### src/rtl/hazard_scoreboard.sv
// hazard_scoreboard: tracks in-flight destination registers of the post-ID
// pipeline stages and resolves the ID instruction's source operands. It picks
// forwarded stage data or regfile data, and it raises stall when a needed
// result is not yet available.
//
// Build option: define HAZARD_SCOREBOARD_FORWARD_EN to enable forwarding.
// When it is not defined, the block is a pure interlock. Any match stalls,
// operands always come from the regfile, and stage_result is ignored.
//
// Ports:
//   clk, rst              clock (rising edge), synchronous active-high reset
//   issue_valid/rd/we/is_load
//                         ID instruction advancing into stage 0
//   rs1, rs2, rs1_used, rs2_used
//                         source registers of the ID instruction
//   flush                 kill the stage-0 entry and suppress issue
//   stage_result          per-stage results, stage i in [i*XLEN +: XLEN]
//   regfile_rs1/2_data    regfile read data
//   rs1/2_data, rs1/2_fwd resolved operands (combinational)
//   stall                 hold IF/ID and insert a bubble (combinational)
//   stall_count           saturating count of stall cycles
module hazard_scoreboard #(
    parameter int unsigned XLEN             = 32,
    parameter int unsigned REG_ADDR_W       = 4,
    parameter int unsigned NUM_STAGES       = 4,
    parameter int unsigned LOAD_READY_STAGE = 3
) (
    input  logic                       clk,
    input  logic                       rst,
    input  logic                       issue_valid,
    input  logic [REG_ADDR_W-1:0]      issue_rd,
    input  logic                       issue_we,
    input  logic                       issue_is_load,
    input  logic [REG_ADDR_W-1:0]      rs1,
    input  logic [REG_ADDR_W-1:0]      rs2,
    input  logic                       rs1_used,
    input  logic                       rs2_used,
    input  logic                       flush,
    input  logic [NUM_STAGES*XLEN-1:0] stage_result,
    input  logic [XLEN-1:0]            regfile_rs1_data,
    input  logic [XLEN-1:0]            regfile_rs2_data,
    output logic [XLEN-1:0]            rs1_data,
    output logic [XLEN-1:0]            rs2_data,
    output logic                       rs1_fwd,
    output logic                       rs2_fwd,
    output logic                       stall,
    output logic [31:0]                stall_count
);

    localparam int unsigned CNT_W = 32;

    logic [NUM_STAGES-1:0] ent_valid;
    logic [NUM_STAGES-1:0] ent_we;
    logic [REG_ADDR_W-1:0] ent_rd [NUM_STAGES];
    logic [NUM_STAGES-1:0] match1;
    logic [NUM_STAGES-1:0] match2;
    logic                  issue_fire;

    // A stalled or flushed issue becomes a bubble in stage 0.
    assign issue_fire = issue_valid & ~stall & ~flush;

    // Entry valid bits and the stall counter; these are the only reset state.
    always_ff @(posedge clk) begin
        if (rst) begin
            ent_valid   <= '0;
            stall_count <= '0;
        end else begin
            ent_valid <= {ent_valid[NUM_STAGES-2:0], issue_fire};
            if (stall && (stall_count != '1)) begin
                stall_count <= stall_count + CNT_W'(1);
            end
        end
    end

    // Entry payload shifts every cycle; it is qualified by ent_valid.
    always_ff @(posedge clk) begin
        ent_we    <= {ent_we[NUM_STAGES-2:0], issue_we};
        ent_rd[0] <= issue_rd;
        for (int i = 1; i < NUM_STAGES; i++) begin
            ent_rd[i] <= ent_rd[i-1];
        end
    end

    // Per-entry source match. x0 never matches.
    always_comb begin
        match1 = '0;
        match2 = '0;
        for (int i = 0; i < NUM_STAGES; i++) begin
            match1[i] = ent_valid[i] & ent_we[i] & (ent_rd[i] != '0)
                        & (ent_rd[i] == rs1) & rs1_used;
            match2[i] = ent_valid[i] & ent_we[i] & (ent_rd[i] != '0)
                        & (ent_rd[i] == rs2) & rs2_used;
        end
    end

`ifdef HAZARD_SCOREBOARD_FORWARD_EN

    localparam int unsigned IDX_W = $clog2(NUM_STAGES);

    logic [NUM_STAGES-1:0] ent_load;
    logic [NUM_STAGES-1:0] ready;
    logic [XLEN-1:0]       result [NUM_STAGES];
    logic                  hit1;
    logic                  hit2;
    logic                  rdy1;
    logic                  rdy2;
    logic [IDX_W-1:0]      sel1;
    logic [IDX_W-1:0]      sel2;

    always_ff @(posedge clk) begin
        ent_load <= {ent_load[NUM_STAGES-2:0], issue_is_load};
    end

    // A load result exists only from LOAD_READY_STAGE onward.
    always_comb begin
        ready = '0;
        for (int i = 0; i < NUM_STAGES; i++) begin
            ready[i]  = ~ent_load[i] | (i >= int'(LOAD_READY_STAGE));
            result[i] = stage_result[i*XLEN +: XLEN];
        end
    end

    // Youngest (lowest-index) match wins.
    always_comb begin
        hit1 = 1'b0;
        hit2 = 1'b0;
        rdy1 = 1'b0;
        rdy2 = 1'b0;
        sel1 = '0;
        sel2 = '0;
        for (int i = 0; i < NUM_STAGES; i++) begin
            if (match1[i] && !hit1) begin
                hit1 = 1'b1;
                rdy1 = ready[i];
                sel1 = IDX_W'(i);
            end
            if (match2[i] && !hit2) begin
                hit2 = 1'b1;
                rdy2 = ready[i];
                sel2 = IDX_W'(i);
            end
        end
    end

    always_comb begin
        rs1_fwd  = hit1 & rdy1;
        rs2_fwd  = hit2 & rdy2;
        rs1_data = rs1_fwd ? result[sel1] : regfile_rs1_data;
        rs2_data = rs2_fwd ? result[sel2] : regfile_rs2_data;
        stall    = (hit1 & ~rdy1) | (hit2 & ~rdy2);
    end

`else

    // Interlock-only build: every match is treated as not ready.
    logic unused_fwd_inputs;
    assign unused_fwd_inputs = ^{stage_result, issue_is_load};

    always_comb begin
        rs1_fwd  = 1'b0;
        rs2_fwd  = 1'b0;
        rs1_data = regfile_rs1_data;
        rs2_data = regfile_rs2_data;
        stall    = (|match1) | (|match2);
    end

`endif

endmodule

### config.mk
export PLATFORM = sky130hd
export DESIGN_NAME = hazard_scoreboard
export DESIGN_NICKNAME = d
export VERILOG_FILES = /design/src/rtl/hazard_scoreboard.sv
export SDC_FILE = /design/constraint.sdc
export NUM_CORES = 1
export LEC_CHECK = 0
export CORE_AREA = 4 4 120 122
export CTS_BUF_LIST = sky130_fd_sc_hd__clkbuf_16
export DETAILED_ROUTE_END_ITERATION = 8
export DIE_AREA = 0 0 124 126
export PLACE_DENSITY = 0.66
export SLEW_MARGIN = 0
export SYNTH_ARGS = -nofsm -noshare
export SYNTH_HDL_FRONTEND = slang
export SYNTH_SLANG_ARGS = --single-unit
### constraint.sdc
create_clock -name clk -period 6.1 [get_ports clk]
set_input_delay 1.22 -clock clk [delete_from_list [all_inputs] [get_ports clk]]
set_output_delay 1.22 -clock clk [all_outputs]
set_load 0.02 [all_outputs]
; Word level (Yosys, flattened, before mapping)
; Memory sizes are Yosys's and may differ from the RTL's.
; Index checks and enable logic that the tools add are counted.
[op_classes]
eq_ne = 9
multipliers = 0
div_mod_pow = 0
bitwise_logic = 29
n_addsub = 1
reduce_logical = 7
n_lt_le_gt_ge = 0
mux = 0
shifts = 0
[ops]
columns = op, count
row1 = adder 32 x 1 -> 32 bit (second input constant), 1
row2 = equality test 4 bit, 8
row3 = != test 32 bit (second input constant), 1
row4 = AND 1 bit, 26
row5 = nonzero test 4 bit, 4
row6 = OR reduction 4 bit, 2
row7 = inverter 1 bit, 2
row8 = logical AND 1 bit, 1
row9 = bitwise OR 1 bit, 1
[totals]
latch_bits = 0
n_memories = 1
romBits = 0
elab_cells = 50
ramBits = 16
out_inout_bits = 99
ff_bits = 40
input_bits = 212
[mem_list]
columns = memory, depth, width, read_ports, rd_clocked_by_memory_dff, write_ports, line_no
row1 = ent_rd, 4, 4, 4, 0, 4, 54  ; logic [REG_ADDR_W-1:0] ent_rd [NUM_STAGES];

; Depth between registers and ports, before layout
; Gate-level depths: netlist (run 1).
; An unclocked memory read counts as a cell.
[depth]
ltp_word = 10
ltp_mapped = 11
ltp_nobuf = 8

; Worst setup path before layout (run 1)
; Ideal clock, no wire load.
[synth_path]
path_kind = input to output
startpoint = input port rs1[1]
endpoint = output port stall
arrival_ps = 2076
required_time_ps = 4880
path_slack_ps = 2804
cell_stages = 5
n_path_buf = 0
cell_sequence = xor2_1 > nor4_1 > a22oi_1 > nand3_1 > a22o_1
[synth_via]
elab_chain_len = 5
elab_cells_between_ends = 14
classes_between = eq/ne: 4 / bitwise: 9 / reduce/logical: 1
[synth_lines]
columns = element, line_no
row1 = "start, declared", 34  ; input logic [REG_ADDR_W-1:0] rs1,
row2 = equality test 4 bit, 90  ; & (ent_rd[i] == rs1) & rs1_used;
row3 = AND 1 bit (2 in a row), 90
row4 = OR reduction 4 bit *, 164  ; stall = (|match1) | (|match2);
row5 = bitwise OR 1 bit *, 164
row6 = "end, declared", 46  ; output logic stall,
; Every way passes the cells marked *; elsewhere a longest branch is shown, timed or not.

; Final worst setup path (run 1)
; Ends and elaborated chain as after synthesis.

==> out/metrics.yaml, run 1 <==
clock_sinks: 56
yosysSeqAreaShare_pct: 35.9
path_class: "primary input to output port"
switching_power_uw: 163
crit_chain: "clkdlybuf4s50_1, xor2_1, nor4_1, a22oi_1, nand3_1, a22o_1, clkdlybuf4s50_1"
viasPerCell: 4.71
p_int_uw: 587
gr-total-overflow: 0
clock_latency_ns: 0.29
clockRootBuffer: "clkbuf_16"
drc: 0
rows: 42
ys_top_cells_by_area: "dfxtp_1, buf_4, xor2_1"
hold_class: "flip-flop to flip-flop"
layout_setup_ws_ns: 1.45
setup_violations: 0
ant_nets: 0
comb_power_share_pct: 5.8
post_cts_buffers: 0
wl_mm: 7.53
critPathMaxStageDelay_ns: 0.62
ir_drop_mv: 0.127
r2r-end: "stall_count[26]"
ff2ff_setup_slack_ns: 2.41
clockBufferDepth: 2
relSlewSlack_pct: 34.0
layout_common_cells: "dfxtp_1, clkdlybuf4s50_1, xor2_1"
antenna_found_initial: 0
finalCritPeriodShare_pct: 76.2
swShare_pct: 21.8
placement.io_buffers: 51
synthToLayoutAreaGrowth_pct: 10.9
h-tree-depth: 2
synthArstFlopShare_pct: 0
synth-edff-count: 0
first_pass_iters: 4
place_area_sq_mm: 0.00330
leakage_nw: 1.11
crit_path_frequent_cell: "clkdlybuf4s50_1"
ios: 311
synth_area_sq_mm: 0.00312
synth-seq-cells: 56
final_common_cell: "dfxtp_1"
synth-main-ff-cell: "dfxtp_1"
p_seq_share_pct: 50.8
final_cell_area_sq_mm: 0.00346
grt_pass1_wl_mm: 11.9
yosysWarnings: 0
hp-start: "ent_we[2]"
slowest_stage: "clkdlybuf4s50_1"
antenna_cells: 0
core_sq_mm: 0.0132
holdBufCountCts: 0
die_w_microns: 124
gp_congestion: 0.775
maxCapViolations: 0
die_h_microns: 126
drv_slew: 0
worstHoldPathCells: 0
cts_resized: 0
hpwl_mm: 5.52
syn_avg_cell_area_sq_um: 8.65
tightest_slew_ns: 0.989
crit_arrival_ns: 3.43
nets: 554
rsz0062_at_grt: "false"
drive_gt1_share_pct: 4.97
worst_clock_skew_ns: 0.00759
synth_top_area_share_pct: 35.9
grt_pass1_vias: 2340
worst-path-buf-inv: 2
numCtsBuffers: 5
first_iter_violations: 96
finalSetupTns_ns: 0
vias: 2442
grt_usage_pct: 9.44
nFillCells: 1399
crit_path_start_kind: "primary input"
status: "completed"
start_util_pct: 23.7
dieArea_sq_mm: 0.0156
syn_inst: 361
end_kind: "output port"
cellPowerDensity_mw_per_mm2: 216
synth.distinct_cells: 39
wire_per_inst_microns: 14.5
cp_max_fo: 4
hold_violations: 0
grt_max_degree: 41
clk_pin_slew_ns: 0.07
synth_top_area_cell: "dfxtp_1"
r2r_start: "stall_count[0]"
fmax_mhz: 215
r2r_cells: 9
clock_power_share_pct: 43.4
critPathRequiredTime_ns: 4.88
min_period_ns: 4.65
dp_worst_setup_slack_ns: 1.46
whs_endpoint: "ent_we[3]"
critPathTopFamily: "buffers and inverters"
cts_tree: "yes"
==> synthesized netlist by cell type, drive strengths merged (7+ instances only) <==
cell type / n
or3: 15
o21ai: 13
or4: 13
buf: 73
nor2b: 7
o31ai: 12
a21oi: 25
dfxtp: 56
xor2: 33
nand2: 25
nor2: 15
nand3: 14
clkbuf: 8
nor4: 17
==> layout make-up <==
| type | count | area (sq um) | share of cell area (%) |
|---|---|---|---|
| well taps | 176 | 220 | 6.36 |
| repair buffers | 53 | 526 | 15.2 |
| clock inverters | 3 | 37.5 | 1.08 |
| flip-flops and latches | 56 | 1120 | 32.4 |
| clock buffers | 5 | 125 | 3.61 |
| multi-input cells | 225 | 1440 | 41.4 |
==> sequential cells by signal, summed over array words and instances (netlist names) <==
signal       flops
ent_we           4
ent_rd          16
stall_count     32
ent_valid        4
==> worst max-delay path by stage <==
stage	start	cells past startpoint	end	slack, ns
4_1_cts	rs1[1]	7	stall	1.42
3_5_place_dp	rs1[1]	7	stall	1.46
2_1_floorplan	rs1[1]	5	stall	2.80
5_1_grt	rs1[0]	7	stall	1.26
3_3_place_gp	rs1[1]	7	stall	1.44
6_report	rs1[1]	7	stall	1.45
==> logic make-up after synthesis <==
group,count (synthesis),synth area share [%]
and+or+nand+nor,125,22.9
buffers and inverters,81,18.4
AOI/OAI and AO/OA,59,11.3
DFF,56,35.9
xor gates and xnor gates,33,9.25
muxes,5,1.76
adders and majority gates,1,0.400
other,1,0.120
==> metal layers <==
layer  GRT usage [%]  vias up  part of all wire (%)
met1            11.6     1132                    42
met5               0        -                     0
met4            5.15        0                   4.4
met3            2.60       42                   7.4
met2            14.8       88                    46
li1                -     1180                     -
==> power groups by stage <==
stage,Sequential [mW],Clock (mW),Combinational [mW]
2_1_floorplan,0.388,0,0.0850
3_3_place_gp,0.389,0,0.0421
3_5_place_dp,0.390,0,0.0435
4_1_cts,0.381,0.329,0.0438
5_1_grt,0.382,0.341,0.0481
6_report,0.381,0.325,0.0435
==> per-stage QoR <==
step | power [mW] | instances | utilization [%] | hold WS (ns)
2_1_floorplan | 0.473 | 362 | - | 0.331
3_3_place_gp | 0.431 | 510 | 25.0 | 0.339
3_5_place_dp | 0.433 | 510 | 25.0 | 0.344
4_1_cts | 0.754 | 518 | 26.3 | 0.357
5_1_grt | 0.771 | 518 | 26.3 | 0.364
6_report | 0.750 | 518 | 26.3 | 0.357
Power figures use the tool's default switching activity.
==> run 2, diff against run 1 <==
--- a/config.mk
+++ b/config.mk
@@ -5,11 +5,12 @@
 export SDC_FILE = /design/constraint.sdc
 export NUM_CORES = 1
 export LEC_CHECK = 0
-export CORE_AREA = 4 4 120 122
+export CORE_ASPECT_RATIO = 0.6
+export CORE_MARGIN = 4
+export CORE_UTILIZATION = 27
 export CTS_BUF_LIST = sky130_fd_sc_hd__clkbuf_16
 export DETAILED_ROUTE_END_ITERATION = 8
-export DIE_AREA = 0 0 124 126
-export PLACE_DENSITY = 0.66
+export PLACE_DENSITY = 0.78
 export SLEW_MARGIN = 0
 export SYNTH_ARGS = -nofsm -noshare
 export SYNTH_HDL_FRONTEND = slang
==> constraint.sdc (replaced) <==
create_clock -name clk -period 3.9 [get_ports clk]
set_input_delay 0.78 -clock clk [delete_from_list [all_inputs] [get_ports clk]]
set_output_delay 0.78 -clock clk [all_outputs]
set_load 0.02 [all_outputs]
==> run 2 against run 1 <==
Effect of this change: count of clock-buffer cells in the layout did not move; power rose by 49%; cell count fell by 2.9%; critical path depth did not move; register-to-register slack got worse by 1.8 ns; die area fell by 14%; core utilization rose by 4.4 points; worst hold slack got worse by 0.0062 ns; non-clock buffer count rose by 1; global-route usage rose by 1.9 points; critical path type unchanged; largest cell class unchanged.
==> out/metrics.yaml, run 2 (synthesized netlist as in run 1, its figures left out) <==
status: "completed"
first_pass_iters: 4  # unchanged
min_period_ns: 3.43
vias: 2457  # +0.61%
grt_usage_pct: 11.3  # +1.9 points
post_cts_buffers: 0  # unchanged
ant_nets: 0  # unchanged
drc: 0  # unchanged
clock_sinks: 56  # unchanged
rows: 30  # -29%
viasPerCell: 4.88  # +3.6%
critPathRequiredTime_ns: 3.12  # -1.76 ns
clockBufferDepth: 2  # unchanged
finalCritPeriodShare_pct: 87.8
fmax_mhz: 292
tightest_slew_ns: 0.893  # -0.0960 ns
wire_per_inst_microns: 15.1  # +4.2%
gp_congestion: 0.817  # +5.4%
path_class: "primary input to output port"
grt_max_degree: 36  # -12%
first_iter_violations: 123  # +28%
ir_drop_mv: 0.163  # +28%
hold_class: "flip-flop to flip-flop"
crit_path_start_kind: "primary input"
largest_reg_flops: 32  # unchanged
maxCapViolations: 0  # unchanged
crit_chain: "clkdlybuf4s50_1, xor2_1, nor4_2, a22oi_1, nand3_1, a22o_1, dlymetal6s2s_1"
instances_no_fill: 503  # -2.9%
layout_setup_ws_ns: 0.474  # -0.979 ns
clock_latency_ns: 0.29  # about the same
die_w_microns: 147  # +18%
wl_mm: 7.62  # +1.2%
synthToLayoutAreaGrowth_pct: 10.7
setup_violations: 0  # unchanged
dieArea_sq_mm: 0.0134  # -14%
relSlewSlack_pct: 40.3  # +6.3 points
grt_pass1_vias: 2476  # +5.8%
start_util_pct: 27.7  # +4.0 points
gr-total-overflow: 0  # unchanged
placed_cells: 495  # -2.9%
critPathMaxStageDelay_ns: 0.64  # +0.02 ns
drive_gt1_share_pct: 6.12  # +1.2 points
end_kind: "output port"
cts_tree: "yes"
crit_arrival_ns: 2.65  # -0.78 ns
die_h_microns: 91.3  # -28%
dp_worst_setup_slack_ns: -0.0596  # -1.52 ns
clockRootBuffer: "clkbuf_16"
numCtsBuffers: 5  # unchanged
clk_pin_slew_ns: 0.07  # about the same
rsz0062_at_grt: "false"
nFillCells: 1181  # -16%
ios: 311  # unchanged
core_sq_mm: 0.0113  # -14%
grt_pass1_wl_mm: 12.4  # +3.9%
worst_clock_skew_ns: 0.00441  # -0.00319 ns
cp_max_fo: 4  # unchanged
drv_slew: 0  # unchanged
nets: 555  # +0.18%
hpwl_mm: 5.82  # +5.4%
antenna_cells: 0  # unchanged
hold_violations: 0  # unchanged
reg_top3: "stall_count: 32 flops, ent_rd: 16 flops"
regMostFlops: "stall_count"
antenna_found_initial: 0  # unchanged
slowest_stage: "clkdlybuf4s50_1"
h-tree-depth: 2  # unchanged
layout_common_cells: "dfxtp_1, clkdlybuf4s50_1, xor2_1"
holdBufCountCts: 0  # unchanged
placement.io_buffers: 51  # unchanged
cellPowerDensity_mw_per_mm2: 323  # +49%
leakage_nw: 1.13  # +1.5%
final_common_cell: "dfxtp_1"
## run 2: changes by cell type in the layout (fill, tap and decap cells not counted), sizes merged
| cell | previous run | this run |
|---|---|---|
| bufinv | 1 | 0 |
| buf | 2 | 3 |
| clkdlybuf4s50 | 51 | 50 |
| clkinvlp | 0 | 2 |
| dlymetal6s2s | 0 | 1 |
| clkinv | 2 | 1 |
## run 2: worst max-delay path, delay by kind of cell
family | cells | cell delay, ns
xor+xnor | 1 | 0.24
buf+inv | 2 | 0.87
simple gates | 2 | 0.21
compound gates | 2 | 0.54
## run 2: per-stage QoR
| stage | area, sq um | setup TNS [ns] | utilization (%) | total power, mW | hold WS (ns) |
|---|---|---|---|---|---|
| after floorplan | 3130 | 0 | - | 0.740 | 0.331 |
| after global placement | 3300 | 0 | 29.2 | 0.675 | 0.340 |
| after detailed placement | 3300 | -0.0596 | 29.2 | 0.681 | 0.341 |
| after CTS | 3460 | 0 | 30.6 | 1.13 | 0.351 |
| after global routing | 3460 | 0 | 30.6 | 1.16 | 0.349 |
| final | 3460 | 0 | 30.6 | 1.12 | 0.351 |
## run 2: path summary, 6_finish.rpt
check | startpoint | endpoint | slack (ns) | depth (start not counted)
worst max-delay path | rs1[0] | stall | 0.47 | 7
worst min-delay path | ent_we[2] | ent_we[3] | 0.35 | 0
worst max register to register | stall_count[0] | stall_count[26] | 0.59 | 10
worst min register to register | ent_we[2] | ent_we[3] | 0.35 | 0
## run 2: report_power, final
| group | internal, mW | switching (mW) |
|---|---|---|
| logic | 0.0352 | 0.0367 |
| clock network | 0.239 | 0.208 |
| registers | 0.584 | 0.0128 |
## run 2: final cells by class
cell class / instances / area (sq um) / area share [%]
Sequential cell: 56 / 1120 / 32.4
Tap cell: 160 / 200 / 5.79
Clock inverter: 3 / 23.8 / 0.687
Multi-Input combinational cell: 225 / 1440 / 41.7
Clock buffer: 5 / 125 / 3.62
Timing Repair Buffer: 54 / 548 / 15.8
## run 2: metal layers
metal	up-vias	track usage, %	wire length, microns
li1	1179	-	-
met4	0	5.16	170
met5	-	0	0
met3	18	4.74	493
met2	86	17.4	3540
met1	1174	13.7	3420
## run 2: timing repair
action / CTS / global route
pin swaps: 0 / 0
gates cloned: 0 / 0
setup endpoints to repair: 1 / 1
gates resized for setup: 1 / 1
